<file path="src/rtl/iluminacao_pkg.sv">
// Shared types and default timing constants for the automatic-lighting blocks.
// Defaults assume a 50 MHz clock.
package iluminacao_pkg;

  typedef enum logic [1:0] {
    OCIOSO        = 2'd0,
    PRESSIONADO   = 2'd1,
    ESPERA_SOLTAR = 2'd2
  } estado_botao_t;

  localparam int DEB_CYC_DEF   = 50_000;       // 1 ms
  localparam int SHORT_CYC_DEF = 15_000_000;   // 300 ms
  localparam int LONG_CYC_DEF  = 250_000_000;  // 5 s
  localparam int CNT_W_DEF     = 28;

endpackage

</file>
<file path="src/rtl/debounce_botao.sv">
// Two-flop synchronizer followed by a stability counter; a level change is
// accepted only after DEB_CYC consecutive cycles of disagreement.
module debounce_botao
  import iluminacao_pkg::*;
#(
  parameter int DEB_CYC = DEB_CYC_DEF
) (
  input  logic clk,
  input  logic rst,
  input  logic in,
  output logic out
);

  localparam int CW = (DEB_CYC > 1) ? $clog2(DEB_CYC) : 1;

  logic          r_sync1;
  logic          r_sync2;
  logic          r_db;
  logic [CW-1:0] r_cnt;

  // NOTE: all state here uses non-blocking assignments so every flop samples
  // the pre-edge value of its neighbour, which is what makes the 2-FF chain work.
  always_ff @(posedge clk or posedge rst) begin
    if (rst) begin
      r_sync1 <= 1'b0;
      r_sync2 <= 1'b0;
      r_db    <= 1'b0;
      r_cnt   <= '0;
    end else begin
      r_sync1 <= in;
      r_sync2 <= r_sync1;
      if (r_sync2 == r_db) begin
        r_cnt <= '0;
      end else if (r_cnt == CW'(DEB_CYC - 1)) begin
        r_db  <= r_sync2;
        r_cnt <= '0;
      end else begin
        r_cnt <= r_cnt + CW'(1);
      end
    end
  end

  assign out = r_db;

endmodule

</file>
<file path="src/rtl/classificador_botao.sv">
// Classifies debounced button presses by hold time into long (a_longo) and
// short (b_curto) one-cycle pulses for the lamp FSM.
module classificador_botao
  import iluminacao_pkg::*;
#(
  parameter int DEB_CYC   = DEB_CYC_DEF,
  parameter int SHORT_CYC = SHORT_CYC_DEF,
  parameter int LONG_CYC  = LONG_CYC_DEF,
  parameter int CNT_W     = CNT_W_DEF
) (
  input  logic clk,
  input  logic rst,
  input  logic push,
  output logic pressionado,
  output logic a_longo,
  output logic b_curto
);

  logic             w_btn_db;
  estado_botao_t    r_estado;
  logic [CNT_W-1:0] r_cnt;
  logic             r_a_longo;
  logic             r_b_curto;

  debounce_botao #(
    .DEB_CYC (DEB_CYC)
  ) u_debounce (
    .clk (clk),
    .rst (rst),
    .in  (push),
    .out (w_btn_db)
  );

  // r_cnt equals the number of cycles btn_db has been high, so on the release
  // cycle it is exactly the hold time Tp.
  always_ff @(posedge clk or posedge rst) begin
    if (rst) begin
      r_estado  <= OCIOSO;
      r_cnt     <= '0;
      r_a_longo <= 1'b0;
      r_b_curto <= 1'b0;
    end else begin
      r_a_longo <= 1'b0;
      r_b_curto <= 1'b0;
      case (r_estado)
        OCIOSO: begin
          if (w_btn_db) begin
            r_estado <= PRESSIONADO;
            r_cnt    <= CNT_W'(1);
          end else begin
            r_cnt <= '0;
          end
        end
        PRESSIONADO: begin
          if (w_btn_db) begin
            r_cnt <= r_cnt + CNT_W'(1);
            if (r_cnt == CNT_W'(LONG_CYC - 1)) begin
              r_a_longo <= 1'b1;
              r_estado  <= ESPERA_SOLTAR;
            end
          end else begin
            r_b_curto <= (r_cnt > CNT_W'(SHORT_CYC));
            r_estado  <= OCIOSO;
            r_cnt     <= '0;
          end
        end
        ESPERA_SOLTAR: begin
          // Counter frozen while waiting for release so it can never wrap.
          if (!w_btn_db) begin
            r_estado <= OCIOSO;
            r_cnt    <= '0;
          end
        end
        default: begin
          r_estado <= OCIOSO;
          r_cnt    <= '0;
        end
      endcase
    end
  end

  assign pressionado = w_btn_db;
  assign a_longo     = r_a_longo;
  assign b_curto     = r_b_curto;

endmodule

</file>
<file path="config.mk">
export PLATFORM = sky130hd
export DESIGN_NAME = classificador_botao
export DESIGN_NICKNAME = d
export VERILOG_FILES = /design/src/rtl/iluminacao_pkg.sv /design/src/rtl/debounce_botao.sv /design/src/rtl/classificador_botao.sv
export SDC_FILE = /design/constraint.sdc
export NUM_CORES = 1
export LEC_CHECK = 0
export CORE_ASPECT_RATIO = 1.75
export CORE_MARGIN = 2
export CORE_UTILIZATION = 40
export DETAILED_ROUTE_END_ITERATION = 8
export PLACE_DENSITY = 0.6
export SLEW_MARGIN = 20
export SYNTH_ARGS = -nofsm -noshare
export SYNTH_HDL_FRONTEND = slang
export SYNTH_SLANG_ARGS = --single-unit
export TNS_END_PERCENT = 20
</file>
<file path="constraint.sdc">
create_clock -name clk -period 1.72 [get_ports clk]
set_input_delay 0.344 -clock clk [delete_from_list [all_inputs] [get_ports clk]]
set_output_delay 0.344 -clock clk [all_outputs]
set_load 0.1 [all_outputs]
</file>
==> key figures <==
Global routing
  • M2 GR Usage: 40.84%
  • Initial antenna violation count: 0
  • Met3 Use GR: 3.689%
  • GR Overflow Total: 0
  • GRT Total Usage: 22.46%
  • Largest net degree at the start of global routing: 42
  • Grt peak-use layer: met2
  • First-pass GRT wire length: 13220 microns
  • Routing usage on met1: 23.46%
  • Vias in the first global route: 2756

Timing
  • Relative slew slack: 72.74%
  • Final Cycle Share: 100.9%
  • Final period demand of the worst path: 1.735 ns
  • Fmax achieved: 576.3 MHz
  • Fin. Hold Viols: 0
  • Fin worst setup slack: -0.01515 ns
  • Slew Limit Fails: 0
  • Worst-Margin Slew: 0.3987 ns
  • Worst hold slack: 0.3009 ns
  • # setup viols final: 2
  • Skew final: 0.006102 ns
  • RSZ-0062 raised after global routing: yes

Route
  • Post-Route WL: 8014 microns
  • Via/cell ratio: 6.116
  • DR pass1 iterations: 4
  • Post-route ant nets: 0
  • Wirelength per Cell: 18.17 microns
  • Iter 0 DRT Violations: 164
  • DR DRC count: 0
  • Via count: 2697

Yosys
  • Register bit count reported by yosys: 51
  • Post-synth ARST share: 100.0%
  • Most frequent cell after synthesis: dfrtp_1
  • Synth area leader: dfrtp_1
  • Syn avg cell area: 9.031 sq um
  • Synth top area cells: dfrtp_1 45%, nand3_1 4.9%, nand4_1 4.4%, nand2_1 3.7%, o21ai_0 3.1%
  • Synth Cell Area: 2863 sq um
  • Primary FF master, synth: dfrtp_1
  • Syn nets: 323
  • Sequential area share after synthesis: 44.58%
  • Synth top cells by count: 51 x dfrtp_1, 28 x nand2_1, 28 x nand3_1
  • Cell count after synthesis: 317
  • Syn. warnings: 0
  • Synth top area share: 44.58%
  • Distinct cells, synth: 47
  • Post-synth EDFFs: 0

Pwr
  • Leakage: 1.507 nW
  • Clock power share: 47.3%
  • Internal power: 1.917 mW
  • Final Power: 2.408 mW
  • VDD IR max: 0.4711 mV
  • Register share of total power: 50.4%
  • Switching Fraction: 20.36%
  • Net Sw Power: 0.4902 mW
  • Power per cell area: 669.7 nW/um^2
  • Comb power frac: 2.3%

Floorplan
  • Height of the die: 115.9 microns
  • Io pins: 6
  • Core footprint: 6907 sq um
  • Initial core utilization: 41.45%
  • Row Count: 40
  • Die area: 7876 sq um
  • Die Wd: 67.95 microns

Clocking
  • CTS tree: built
  • Worst-path clk slew: 0.07 ns
  • CTS Hold Bufs: 0
  • Clock sink count: 51
  • CTS buffer count: 5
  • Root Buffer: clkbuf_16
  • H-tree levels: 2
  • Longest Clk Path Bufs: 2
  • Clock Latency Late Sink: 0.29 ns

Placement
  • Place WS: -0.07648 ns
  • Port-buffer cells: 5
  • DP HPWL: 5829 microns
  • GP Congestion: 0.9387

Worst setup path
  • Crit. End Element: flip-flop
  • CP endpoint: r_cnt[24]
  • Worst Path Required: 1.94 ns
  • Startpoint Class: flip-flop
  • Critical R2R Launch: r_cnt[0]
  • R2r worst-path depth: 5
  • Critical Path AT: 1.96 ns
  • Crit-path max FO: 4
  • Register-to-register setup slack: -0.02 ns
  • Reg-to-Reg End: r_cnt[24]
  • Worst Setup SP: r_cnt[0]
  • Crit Path Class: reg -> reg

Cells and area
  • Final net count: 362
  • Area Growth Syn to Fin: 25.57%
  • # diodes: 0
  • Layout cell share with drive strength beyond 1: 21.85%

Min path
  • Worst Hold Class: in -> async

Flow run
  • Max cap viols: 0

Run status
  • Failing checks: negative setup slack
  • Status: finished with violations
[cells by family after synthesis]
logic type | after synthesis | share of synthesized area [%]
xor+xnor | 14 | 4.283
simple gates | 150 | 29.11
flops | 51 | 44.58
mux | 2 | 0.7430
fa+ha+maj | 3 | 1.311
compound gates | 69 | 16.04
buf+inv | 28 | 3.934
[what timing repair did]
| action | in CTS | in global routing |
|---|---|---|
| pin swaps | 5 | 1 |
| endpoints found under the setup margin | 5 | 11 |
| setup buffers | 2 | 0 |
| resized for setup | 4 | 7 |
[cells in the final DEF (no fill, tap or decap), drive strengths merged, types with 2 or more instances in the layout]
cell           instances
or3                    7
ha                     3
a21oi                  9
a41oi                  3
nand4                 21
nor4                   8
nor3                   9
nor4bb                 3
clkdlybuf4s50          2
xnor2                  5
xor2                   9
o311ai                 6
nand3b                 2
nor4b                  2
dfrtp                 51
a31oi                 10
nor2                  18
o31a                   2
a21o                   4
o21ai                 18
or4                    4
a31o                   2
and3                   9
nand3                 29
o31ai                  6
buf                   50
nand2                 28
and4                   5
inv                    9
clkbuf                 5
o22ai                  2
[power groups by stage]
stage | clock network (mW) | registers (mW) | logic, mW
after floorplan | 0 | 1.23 | 0.0305
after global placement | 0 | 1.24 | 0.0568
after detailed placement | 0 | 1.24 | 0.0576
after CTS | 1.18 | 1.21 | 0.0575
after global routing | 1.22 | 1.21 | 0.0631
final | 1.14 | 1.21 | 0.0545
[registers in the layout, indices dropped and copies added (netlist names)]
| signal | cells |
|---|---|
| a_longo | 1 |
| u_debounce.out | 1 |
| u_debounce.r_sync1 | 1 |
| r_cnt | 28 |
| u_debounce.r_sync2 | 1 |
| u_debounce.r_cnt | 16 |
| b_curto | 1 |
| r_estado | 2 |
[layer usage]
layer / up-vias / wire, microns / part of all wire [%]
li1: 1283 / - / -
met1: 1339 / 2999 / 37
met2: 60 / 4565 / 57
met3: 15 / 221 / 2.8
met4: 0 / 227 / 2.8
met5: - / 0 / 0
[through the flow]
stage	instances	util, %	setup TNS [ns]	cell area, sq um
finish	441	52.05	-0.01963	3595
global placement	431	48.73	-0.06408	3366
floorplan	317	-	-0.1613	2907
CTS	441	51.61	-0.1462	3565
detailed placement	431	48.73	-0.1350	3366
global route	441	52.05	-0.1860	3595
[worst min path at each step]
stage | to | cells after the start
after CTS | u_debounce.r_sync1 | 2
after global placement | u_debounce.r_sync2 | 0
after global routing | u_debounce.r_sync1 | 2
after floorplan | u_debounce.r_sync2 | 0
final | u_debounce.r_sync1 | 2
after detailed placement | u_debounce.r_sync2 | 0
[final cells by class]
type	count	area, sq um
fill	652	3312
multi-input combinational	238	1524
sequential	51	1277
timing repair buffer	52	486.7
clock buffer	5	125.1
tap	84	105.1
clock inverter	3	46.29
inverter	8	30.03
[critical path, cell delays in order (launching register included)]
cell and delay, ns:
dfrtp_1 0.36, ha_2 0.18, nand4_1 0.17, or4_4 0.56, or3_1 0.33, nand3_1 0.07
No activity file was read; power rests on OpenSTA's default activity.
